--- config.mk ---
export PLATFORM = sky130hd
export DESIGN_NAME = hs_spi_avmm_arbiter_flat
export DESIGN_NICKNAME = d
export VERILOG_FILES = /design/src/rtl/hs_spi_avmm_arbiter_if.sv /design/src/rtl/hs_spi_avmm_arbiter.sv /design/src/flat_wrapper.sv
export SDC_FILE = /design/constraint.sdc
export NUM_CORES = 1
export LEC_CHECK = 0
export BUFFER_PORTS_ARGS = -buffer_cell sky130_fd_sc_hd__buf_2
export CAP_MARGIN = 30
export CELL_PAD_IN_SITES_DETAIL_PLACEMENT = 1
export CELL_PAD_IN_SITES_GLOBAL_PLACEMENT = 2
export CORE_ASPECT_RATIO = 0.7
export CORE_MARGIN = 5
export CORE_UTILIZATION = 22
export DETAILED_ROUTE_END_ITERATION = 12
export PLACE_DENSITY = 0.83
export SYNTH_ARGS = -nofsm -noshare
export SYNTH_HDL_FRONTEND = slang
export SYNTH_SLANG_ARGS = --single-unit
--- constraint.sdc ---
create_clock -name aclk -period 3.8 [get_ports aclk]
set_input_delay 1.14 -clock aclk [delete_from_list [all_inputs] [get_ports aclk]]
set_output_delay 1.14 -clock aclk [all_outputs]
set_load 0.05 [all_outputs]
--- src/rtl/hs_spi_avmm_arbiter_if.sv ---
// rtl/hs_spi_avmm_arbiter_if.sv - AVMM bus bundle used for both requester ports and the HS SPI side
//
// Signals
//   address, write, read, writedata, byteenable : command, issued by the master side
//   waitrequest, readdata, readdatavalid         : response, returned by the slave side
//   rderr                                         : pulses with readdatavalid when a read timed out
//                                                   (only the requester ports use it)
// Modports
//   slave  : the receiving end of a command (the arbiter's requester ports)
//   master : the issuing end of a command (the arbiter's HS SPI port)
interface hs_spi_avmm_arbiter_if #(
    parameter int AW = 10,
    parameter int DW = 32
);
    logic [AW-1:0]   address;
    logic            write;
    logic            read;
    logic [DW-1:0]   writedata;
    logic [DW/8-1:0] byteenable;
    logic            waitrequest;
    logic [DW-1:0]   readdata;
    logic            readdatavalid;
    logic            rderr;

    modport slave (
        input  address, write, read, writedata, byteenable,
        output waitrequest, readdata, readdatavalid, rderr
    );

    modport master (
        output address, write, read, writedata, byteenable,
        input  waitrequest, readdata, readdatavalid
    );
endinterface

--- src/rtl/hs_spi_avmm_arbiter.sv ---
// rtl/hs_spi_avmm_arbiter.sv - two-requester round-robin AVMM arbiter in front of an HS SPI master
//
// Ports
//   aclk, aresetn : clock and asynchronous active-low reset
//   s0, s1        : requester AVMM ports (slave modport); s0/s1 waitrequest is low only
//                   in the cycle the port is granted
//   m             : AVMM port to the HS SPI master's register slave (master modport)
//   grant         : index of the requester owning the current or most recent transaction
//   busy          : high while a transaction is in flight (FSM not idle)
//
// At most one transaction is outstanding on the m side. Reads that see no
// m.readdatavalid within TIMEOUT cycles complete with rderr and 0xDEADBEEF.
module hs_spi_avmm_arbiter #(
    parameter int AW      = 10,
    parameter int DW      = 32,
    parameter int TIMEOUT = 1024
) (
    input  logic                   aclk,
    input  logic                   aresetn,
    hs_spi_avmm_arbiter_if.slave   s0,
    hs_spi_avmm_arbiter_if.slave   s1,
    hs_spi_avmm_arbiter_if.master  m,
    output logic                   grant,
    output logic                   busy
);

    localparam int CW = (TIMEOUT > 2) ? $clog2(TIMEOUT) : 1;
    localparam logic [CW-1:0] CNT_LAST = CW'(TIMEOUT - 1);
    localparam logic [DW-1:0] ERR_DATA = DW'(32'hDEADBEEF);

    typedef enum logic [1:0] {
        ST_IDLE,
        ST_CMD,
        ST_RDWAIT
    } state_t;

    state_t            state_q;
    logic              last_grant_q;
    logic              grant_q;
    logic [AW-1:0]     addr_q;
    logic [DW-1:0]     wdata_q;
    logic [DW/8-1:0]   be_q;
    logic              m_write_q;
    logic              m_read_q;
    logic [CW-1:0]     cnt_q;

    logic              req0;
    logic              req1;
    logic              take_d;
    logic              sel_d;
    logic [AW-1:0]     addr_d;
    logic [DW-1:0]     wdata_d;
    logic [DW/8-1:0]   be_d;
    logic              is_write_d;
    logic              rd_done;
    logic              rd_tmo;
    logic              cpl;

    // Arbitration: a lone requester wins outright; on a tie the port that did
    // not win last time is picked. Gating with aresetn keeps waitrequest high
    // while reset is held even though the state register already reads idle.
    always_comb begin
        req0       = s0.read | s0.write;
        req1       = s1.read | s1.write;
        take_d     = aresetn && (state_q == ST_IDLE) && (req0 || req1);
        sel_d      = (req0 && req1) ? ~last_grant_q : req1;
        addr_d     = sel_d ? s1.address    : s0.address;
        wdata_d    = sel_d ? s1.writedata  : s0.writedata;
        be_d       = sel_d ? s1.byteenable : s0.byteenable;
        // write wins when a port raises read and write together
        is_write_d = sel_d ? s1.write      : s0.write;
    end

    // Read completion: real data has priority over a timeout hitting the same cycle.
    always_comb begin
        rd_done = (state_q == ST_RDWAIT) && m.readdatavalid;
        rd_tmo  = (state_q == ST_RDWAIT) && !m.readdatavalid && (cnt_q == CNT_LAST);
        cpl     = rd_done || rd_tmo;
    end

    always_ff @(posedge aclk or negedge aresetn) begin
        if (!aresetn) begin
            state_q      <= ST_IDLE;
            last_grant_q <= 1'b1;
            grant_q      <= 1'b0;
            addr_q       <= '0;
            wdata_q      <= '0;
            be_q         <= '0;
            m_write_q    <= 1'b0;
            m_read_q     <= 1'b0;
            cnt_q        <= '0;
        end else begin
            case (state_q)
                ST_IDLE: begin
                    if (take_d) begin
                        addr_q       <= addr_d;
                        wdata_q      <= wdata_d;
                        be_q         <= be_d;
                        m_write_q    <= is_write_d;
                        m_read_q     <= !is_write_d;
                        last_grant_q <= sel_d;
                        grant_q      <= sel_d;
                        state_q      <= ST_CMD;
                    end
                end
                ST_CMD: begin
                    if (!m.waitrequest) begin
                        m_write_q <= 1'b0;
                        m_read_q  <= 1'b0;
                        if (m_write_q) begin
                            state_q <= ST_IDLE;
                        end else begin
                            cnt_q   <= '0;
                            state_q <= ST_RDWAIT;
                        end
                    end
                end
                ST_RDWAIT: begin
                    if (cpl) begin
                        state_q <= ST_IDLE;
                    end else begin
                        cnt_q <= cnt_q + 1'b1;
                    end
                end
                default: begin
                    state_q <= ST_IDLE;
                end
            endcase
        end
    end

    assign s0.waitrequest   = !(take_d && !sel_d);
    assign s1.waitrequest   = !(take_d && sel_d);

    assign s0.readdata      = rd_tmo ? ERR_DATA : m.readdata;
    assign s1.readdata      = rd_tmo ? ERR_DATA : m.readdata;
    assign s0.readdatavalid = cpl && !grant_q;
    assign s1.readdatavalid = cpl && grant_q;
    assign s0.rderr         = rd_tmo && !grant_q;
    assign s1.rderr         = rd_tmo && grant_q;

    assign m.address        = addr_q;
    assign m.writedata      = wdata_q;
    assign m.byteenable     = be_q;
    assign m.write          = m_write_q;
    assign m.read           = m_read_q;

    assign grant            = grant_q;
    assign busy             = (state_q != ST_IDLE);

endmodule

--- src/flat_wrapper.sv ---
// flat-port wrapper written by rule: the top's interface ports become plain ports
module hs_spi_avmm_arbiter_flat 
#(
    parameter int AW      = 10,
    parameter int DW      = 32,
    parameter int TIMEOUT = 1024
)
  (aclk, aresetn, grant, busy, s0_address, s0_write, s0_read, s0_writedata, s0_byteenable, s0_waitrequest, s0_readdata, s0_readdatavalid, s0_rderr, s1_address, s1_write, s1_read, s1_writedata, s1_byteenable, s1_waitrequest, s1_readdata, s1_readdatavalid, s1_rderr, m_address, m_write, m_read, m_writedata, m_byteenable, m_waitrequest, m_readdata, m_readdatavalid);
  hs_spi_avmm_arbiter_if #(.AW(AW), .DW(DW)) s0_i ();
  hs_spi_avmm_arbiter_if #(.AW(AW), .DW(DW)) s1_i ();
  hs_spi_avmm_arbiter_if #(.AW(AW), .DW(DW)) m_i ();
  input  logic aclk;
  input  logic aresetn;
  output logic grant;
  output logic busy;
  input wire logic [$bits(s0_i.address)-1:0] s0_address;
  input wire logic [$bits(s0_i.write)-1:0] s0_write;
  input wire logic [$bits(s0_i.read)-1:0] s0_read;
  input wire logic [$bits(s0_i.writedata)-1:0] s0_writedata;
  input wire logic [$bits(s0_i.byteenable)-1:0] s0_byteenable;
  output wire logic [$bits(s0_i.waitrequest)-1:0] s0_waitrequest;
  output wire logic [$bits(s0_i.readdata)-1:0] s0_readdata;
  output wire logic [$bits(s0_i.readdatavalid)-1:0] s0_readdatavalid;
  output wire logic [$bits(s0_i.rderr)-1:0] s0_rderr;
  input wire logic [$bits(s1_i.address)-1:0] s1_address;
  input wire logic [$bits(s1_i.write)-1:0] s1_write;
  input wire logic [$bits(s1_i.read)-1:0] s1_read;
  input wire logic [$bits(s1_i.writedata)-1:0] s1_writedata;
  input wire logic [$bits(s1_i.byteenable)-1:0] s1_byteenable;
  output wire logic [$bits(s1_i.waitrequest)-1:0] s1_waitrequest;
  output wire logic [$bits(s1_i.readdata)-1:0] s1_readdata;
  output wire logic [$bits(s1_i.readdatavalid)-1:0] s1_readdatavalid;
  output wire logic [$bits(s1_i.rderr)-1:0] s1_rderr;
  output wire logic [$bits(m_i.address)-1:0] m_address;
  output wire logic [$bits(m_i.write)-1:0] m_write;
  output wire logic [$bits(m_i.read)-1:0] m_read;
  output wire logic [$bits(m_i.writedata)-1:0] m_writedata;
  output wire logic [$bits(m_i.byteenable)-1:0] m_byteenable;
  input wire logic [$bits(m_i.waitrequest)-1:0] m_waitrequest;
  input wire logic [$bits(m_i.readdata)-1:0] m_readdata;
  input wire logic [$bits(m_i.readdatavalid)-1:0] m_readdatavalid;
  assign s0_i.address = s0_address;
  assign s0_i.write = s0_write;
  assign s0_i.read = s0_read;
  assign s0_i.writedata = s0_writedata;
  assign s0_i.byteenable = s0_byteenable;
  assign s0_waitrequest = s0_i.waitrequest;
  assign s0_readdata = s0_i.readdata;
  assign s0_readdatavalid = s0_i.readdatavalid;
  assign s0_rderr = s0_i.rderr;
  assign s1_i.address = s1_address;
  assign s1_i.write = s1_write;
  assign s1_i.read = s1_read;
  assign s1_i.writedata = s1_writedata;
  assign s1_i.byteenable = s1_byteenable;
  assign s1_waitrequest = s1_i.waitrequest;
  assign s1_readdata = s1_i.readdata;
  assign s1_readdatavalid = s1_i.readdatavalid;
  assign s1_rderr = s1_i.rderr;
  assign m_address = m_i.address;
  assign m_write = m_i.write;
  assign m_read = m_i.read;
  assign m_writedata = m_i.writedata;
  assign m_byteenable = m_i.byteenable;
  assign m_i.waitrequest = m_waitrequest;
  assign m_i.readdata = m_readdata;
  assign m_i.readdatavalid = m_readdatavalid;
  hs_spi_avmm_arbiter #(.AW(AW), .DW(DW), .TIMEOUT(TIMEOUT)) u_core (.aclk(aclk), .aresetn(aresetn), .s0(s0_i), .s1(s1_i), .m(m_i), .grant(grant), .busy(busy));
endmodule
==> results of run 1 <==
critical path, cell delays in order:
cell and delay [ps]:
buf_2 120, or3b_4 390, nor4_4 260, buf_12 210, and2b_1 210, buf_2 220
stage by stage:
| step | utilization | std cells |
|---|---|---|
| floorplan | - | 362 |
| global placement | 0.306 | 771 |
| detailed placement | 0.306 | 771 |
| CTS | 0.325 | 787 |
| global route | 0.325 | 787 |
| finish | 0.325 | 787 |
placed cells by master, fill, tap and decap left out, types with 7 or more instances in the layout:
master and n:
buf_2 251, buf_4 9, clkbuf_16 9, dfrtp_1 61, mux2i_1 48, nand2_1 57
nand3_1 7, o21ai_0 49, or2_2 20
metal layers:
| metal | vias to the layer above | wire [um] |
|---|---|---|
| met1 | 1619 | 4890 |
| met5 | - | 0 |
| met2 | 108 | 6540 |
| met4 | 0 | 151 |
| met3 | 12 | 806 |
| li1 | 1648 | - |
report_power, final:
group,leakage (uW),total [uW],internal [uW],switching [uW]
registers,0.000780,1150,957,189
clock network,0.000134,828,508,319
logic,0.00183,2240,559,1680
cell type report:
type	instances	area (sq um)	share of cell area
Clock inverter	7	73.8	0.0146
Sequential cell	62	1550	0.308
Inverter	5	18.8	0.00372
Tap cell	200	250	0.0497
Clock buffer	9	225	0.0447
Timing Repair Buffer	261	1340	0.267
Multi-Input combinational cell	243	1580	0.313
sequential cells by signal (all words and copies together) (netlist names):
| name | count |
|---|---|
| u_core.state_q | 2 |
| u_core.m.address | 10 |
| u_core.last_grant_q | 1 |
| u_core.cnt_q | 10 |
| u_core.m.writedata | 32 |
| u_core.m.read | 1 |
| u_core.m.byteenable | 4 |
| u_core.grant | 1 |
| u_core.m.write | 1 |
what timing repair did:
item	in CTS	in global routing
hold buffers	0	0
resized for setup	0	0
endpoints found under the setup margin	34	0
worst max path at each step:
stage	from	endpoint	cells after the start
global route	m_readdatavalid	s1_readdata[14]	6
global placement	m_readdatavalid	s1_readdata[8]	6
finish	m_readdatavalid	s1_readdata[14]	6
detailed placement	m_readdatavalid	s1_readdata[14]	6
CTS	m_readdatavalid	s1_readdata[14]	6
floorplan	m_readdatavalid	s1_readdata[1]	5
cell families after synthesis:
family,share of synthesized area
AO/OA/AOI/OAI,0.114
adder cells (fa/ha/maj),0.00361
buffers and inverters,0.103
flip-flops,0.448
multiplexers,0.142
AND/OR/NAND/NOR,0.190
==> out/results.tsv, run 1 <==
stage	metric	value	unit
routing	via count	3387	
timing	setup_tns	0	ps
synth	dominant synthesized flop cell	dfrtp_1	
synth	Net Count, Synth	495	
placement	input/output buffers	251	
synth	count leader, synth	dfrtp_1	
grt	GRT Total Usage	0.129	
routing	residual DRC count	0	
clock_tree	TritonCTS clock tree	built	
timing	Hold WS	467	ps
final_layout	synth-to-layout area growth	45.3	%
setup_path	Crit Path Category	in2out	
timing	final setup vio count	0	
min_path	Worst Hold Path EP	u_core.last_grant_q$_DFFE_PN1P_	
die	Die H	115	um
setup_path	internal reg-to-reg setup slack	1690	ps
timing	Tmin final	3700	ps
pwr	Static Leak	0.00274	uW
timing	Final Slew Violations	0	
routing	ANT nets after route	0	
min_path	hold path cells	2	
timing	Final Hold Viols	0	
pwr	post-route total power	4220	uW
setup_path	Critical Path Sink Type	output port	
grt	GR peak layer	met2	
synth	synth top area cells	dfrtp_1 44%, mux2i_1 14%, buf_4 7.8%	
die	initial core utilization	0.224	
clock_tree	H-tree depth	3	
synth	Yosys top cell by area	dfrtp_1	
synth	EDFF count, synth	0	
setup_path	worst-path fanout max	28	
routing	DRT Pass-1 Iters	4	
clock_tree	Clock Tree Buf Depth	2	
synth	Synth top cells by count	61 x dfrtp_1, 58 x nand2_1, 49 x o21ai_0	
synth	Ys Warns	0	
setup_path	crit path DAT	2560	ps
setup_path	Reg-to-Reg End	u_core.cnt_q[7]$_DFFE_PN0P_	
setup_path	r2r startpoint	u_core.cnt_q[1]$_DFFE_PN0P_	
grt	M2 GR Usage	0.234	
routing	Iteration-0 DRC Markers	106	
placement	DP Worst Slack	-57.0	ps
grt	first-pass GRT wire length	19200	um
die	die area	18400	sq um
timing	final period utilization	0.973	
status	outcome	finished, final reports clean	
die	Horiz. Die Dim	160	um
clock_tree	CTS root buf	clkbuf_16	
placement	DP HPWL	9930	um
synth	syn_area_per_cell	9.58	sq um
die	row count	38	
synth	Async SR Flop Fraction	1.00	
routing	vias per cell	4.30	
min_path	hold path start	u_core.last_grant_q$_DFFE_PN1P_	
final_layout	fin area	5040	sq um
die	core area	15500	sq um
timing	Slew HR	0.424	
clock_tree	CTS sink cnt	62	
grt	met1 Use GR	0.146	
timing	Slew @ Worst Pin	864	ps
grt	pin count of the biggest net entering global routing	64	
timing	RSZ-0062 raised after global routing	no	
grt	number of antenna violations at the first check in global routing	0	
flow_run	Max Cap Viol	0	
setup_path	WP data required	2660	ps
synth	Syn Std Cell Area	3470	sq um
clock_tree	clk_lat worst skew	330	ps
clock_tree	Worst-path clk slew	50	ps
setup_path	CP Launch Type	input pin	
die	I/O Pins	252	
placement	RePlAce Congestion	0.738	
final_layout	filler cell count	1895	
grt	total grt overflow	0	
clock_tree	Setup Buffers After CTS	0	
grt	GR Util met3	0.0444	
setup_path	worst reg2reg path depth	6	
timing	Setup WS post-layout	102	ps
grt	number of global-route vias before repair	3733	
pwr	Worst VDD drop	0.000318	V
routing	wire per inst	15.7	um
final_layout	# nets final	715	
synth	sequential share of the synthesized area	0.448	
synth	post-synth top area share	0.440	
min_path	Hold Path Class	reg2reg	
pwr	Power per Cell Area	837	nW/um^2
placement	placed instance area	4740	sq um
clock_tree	cts bufs inserted	9	
synth	Synth Register Bits	62	
timing	final clock skew	6.72	ps
timing	Max Fclk	270	MHz
routing	WL final	12400	um
final_layout	fraction of layout cells with a size suffix above 1	0.532	
synth	Syn Inst Count	362	
synth	post-synth cell types	43	
final_layout	antenna cells	0	
No activity file was read; power rests on OpenSTA's default activity.
==> run 2: changes to the inputs <==
Settings changed: CORE_ASPECT_RATIO 0.7 to default.
Clock period 3.8 ns to 3.6 ns, I/O delays scaled along.
==> run 2 against run 1 <==
Routed wire length down 1.9%. Critical path depth unchanged. Sequential power rose by 5%. Global-route usage fell by 0.076 points. Power is 6.5% higher. Worst setup slack got worse by 51 ps. Critical endpoint is now s0_readdata[9]. Largest cell class unchanged. Largest power group unchanged.
==> out/results.tsv, run 2 (same netlist as run 1, synthesis figures left out) <==
stage	metric	value	unit	change
setup_path	CP Launch Type	input pin		unchanged
clock_tree	cts bufs inserted	9		unchanged
grt	GRT Total Usage	0.128		was 0.129
setup_path	crit-path cells	buf_2 > or3b_4 > nor4_4 > buf_12 > or2_2 > buf_2		was buf_2 > or3b_4 > nor4_4 > buf_12 > and2b_1 > buf_2
timing	final period utilization	0.986		
clock_tree	TritonCTS clock tree	built		unchanged
timing	Tmin final	3550	ps	
final_layout	commonest non-fill, non-tap cell in the layout	buf_2		unchanged
placement	input/output buffers	251		unchanged
setup_path	WP data required	2520	ps	was 2660 ps
timing	Slew @ Worst Pin	811	ps	was 864 ps
grt	total grt overflow	0		unchanged
final_layout	synth-to-layout area growth	46.9	%	was 45.3%
timing	setup_tns	0	ps	unchanged
timing	Final Slew Violations	0		unchanged
pwr	internal power	2210	uW	was 2020 uW
pwr	Clock power frac	0.208		was 0.196
final_layout	antenna cells	0		unchanged
min_path	Hold Path Class	reg2reg		unchanged
pwr	logic gate share of total power	0.523		was 0.532
flow_run	Max Cap Viol	0		unchanged
routing	vias per cell	4.19		was 4.30
grt	pin count of the biggest net entering global routing	93		was 64
setup_path	crit-path max cell delay	410	ps	was 390 ps
clock_tree	Worst-path clk slew	50	ps	about the same
setup_path	internal reg-to-reg setup slack	1490	ps	was 1690 ps
pwr	post-route total power	4490	uW	was 4220 uW
die	Die H	136	um	was 115 um
timing	Max Fclk	282	MHz	
timing	Final Hold Viols	0		unchanged
clock_tree	H-tree depth	3		unchanged
pwr	Power per Cell Area	881	nW/um^2	was 837 nW/um^2
setup_path	CP bufs+invs	3		unchanged
setup_path	crit path DAT	2470	ps	was 2560 ps
pwr	Worst VDD drop	0.000342	V	was 0.000318 V
die	die area	18400	sq um	about the same
pwr	Switching Share	0.507		was 0.520
timing	final setup vio count	0		unchanged
final_layout	# nets final	712		was 715
routing	DRT Pass-1 Iters	4		unchanged
clock_tree	CTS sink cnt	62		unchanged
timing	Setup WS post-layout	50.8	ps	was 102 ps
grt	number of antenna violations at the first check in global routing	1		was 0
pwr	sw power	2280	uW	was 2190 uW
die	Horiz. Die Dim	136	um	was 160 um
placement	RePlAce Congestion	0.777		was 0.738
status	outcome	finished, final reports clean		unchanged
clock_tree	Setup Buffers After CTS	0		unchanged
setup_path	CP max stage cell	or3b_4		unchanged
clock_tree	clk_lat worst skew	330	ps	about the same
pwr	Static Leak	0.00276	uW	was 0.00274 uW
die	core area	15700	sq um	was 15,500 sq um
timing	Slew HR	0.459		was 0.424
timing	final clock skew	3.11	ps	was 6.72 ps
setup_path	Crit Path Category	in2out		unchanged
pwr	Reg power frac	0.270		was 0.272
routing	via count	3351		was 3,387
placement	DP HPWL	9940	um	was 9930 um
final_layout	most frequent cells in the layout	249 x buf_2, 61 x dfrtp_1, 57 x nand2_1, 49 x o21ai_0, 48 x mux2i_1		was 251 x buf_2, 61 x dfrtp_1, 57 x nand2_1, 49 x o21ai_0, 48 x mux2i_1
timing	RSZ-0062 raised after global routing	no		unchanged
placement	placed instance area	4770	sq um	was 4740 sq um
final_layout	fraction of layout cells with a size suffix above 1	0.529		was 0.532
routing	ANT nets after route	0		unchanged
setup_path	worst-path fanout max	34		was 28
clock_tree	Resize count post-CTS	0		unchanged
routing	residual DRC count	0		unchanged
routing	wire per inst	15.2	um	was 15.7 um
grt	first-pass GRT wire length	18700	um	was 19,200 um
die	I/O Pins	252		unchanged
clock_tree	Clock Tree Buf Depth	2		unchanged
clock_tree	CTS root buf	clkbuf_16		unchanged
setup_path	most frequent CP cell	buf_2		unchanged
final_layout	Largest register FFs	32		unchanged
setup_path	Critical Path Sink Type	output port		unchanged
grt	number of global-route vias before repair	3600		was 3,733
die	row count	46		was 38
die	initial core utilization	0.222		was 0.224
routing	Iteration-0 DRC Markers	110		was 106
placement	DP Worst Slack	30.8	ps	was -57.0 ps
clock_tree	# hold bufs at CTS	0		unchanged
routing	WL final	12100	um	was 12,400 um
final_layout	fin area	5100	sq um	was 5040 sq um
setup_path	delay-heaviest family, CP	simple AND/OR/NAND/NOR gates		unchanged
## run 2: changes by cell type in the layout (fill, tap and decap cells not counted), sizes merged
| cell | before | now |
|---|---|---|
| clkbuf | 9 | 10 |
| inv | 6 | 5 |
| bufinv | 1 | 2 |
| clkinv | 1 | 2 |
| clkinvlp | 4 | 2 |
| buf | 261 | 258 |
## run 2: layer usage
layer	up-vias	track usage	wire length [um]
li1	1637	-	-
met1	1522	0.139	4560
met2	181	0.229	6160
met3	11	0.0572	1300
met4	0	0.0286	123
met5	-	0	0
## run 2: through the flow
stage | hold WS (ps) | utilization | cells
detailed placement | 459 | 0.305 | 784
floorplan | 437 | - | 362
global placement | 449 | 0.305 | 784
CTS | 469 | 0.326 | 800
global route | 487 | 0.326 | 800
finish | 468 | 0.326 | 800
## run 2: cell type report
cell class	instances	area, sq um
fill	1916	10600
multi-input combinational	243	1580
sequential	62	1550
timing repair buffer	258	1350
tap	216	270
clock buffer	10	239
clock inverter	6	85.1
inverter	5	18.8
## run 2: power by group through the flow
| stage | registers [uW] | logic, uW | clock network (uW) |
|---|---|---|---|
| 2_1_floorplan | 2120 | 876 | 0 |
| 3_3_place_gp | 1210 | 2340 | 0 |
| 3_5_place_dp | 1230 | 2380 | 0 |
| 4_1_cts | 1220 | 2390 | 971 |
| 5_1_grt | 1250 | 2510 | 1000 |
| 6_report | 1210 | 2350 | 934 |
## run 2: worst reg2reg max path, cell delays in order (launching register included)
cell,delay (ps)
dfrtp_1,460
ha_1,260
nand3_2,170
o31a_1,410
nor2_1,340
inv_2,170
o211ai_1,220
## run 2: path summary, 6_finish.rpt
path | startpoint | endpoint | cells after the start
max | m_readdatavalid | s0_readdata[9] | 6
min | u_core.last_grant_q$_DFFE_PN1P_ | u_core.last_grant_q$_DFFE_PN1P_ | 2
max reg2reg | u_core.cnt_q[0]$_DFFE_PN0P_ | u_core.cnt_q[4]$_DFFE_PN0P_ | 6
min reg2reg | u_core.last_grant_q$_DFFE_PN1P_ | u_core.last_grant_q$_DFFE_PN1P_ | 2
max in group asynchronous | aresetn | u_core.m.writedata[18]$_DFFE_PN0P_ | 2
min in group asynchronous | aresetn | u_core.grant$_DFFE_PN0P_ | 2
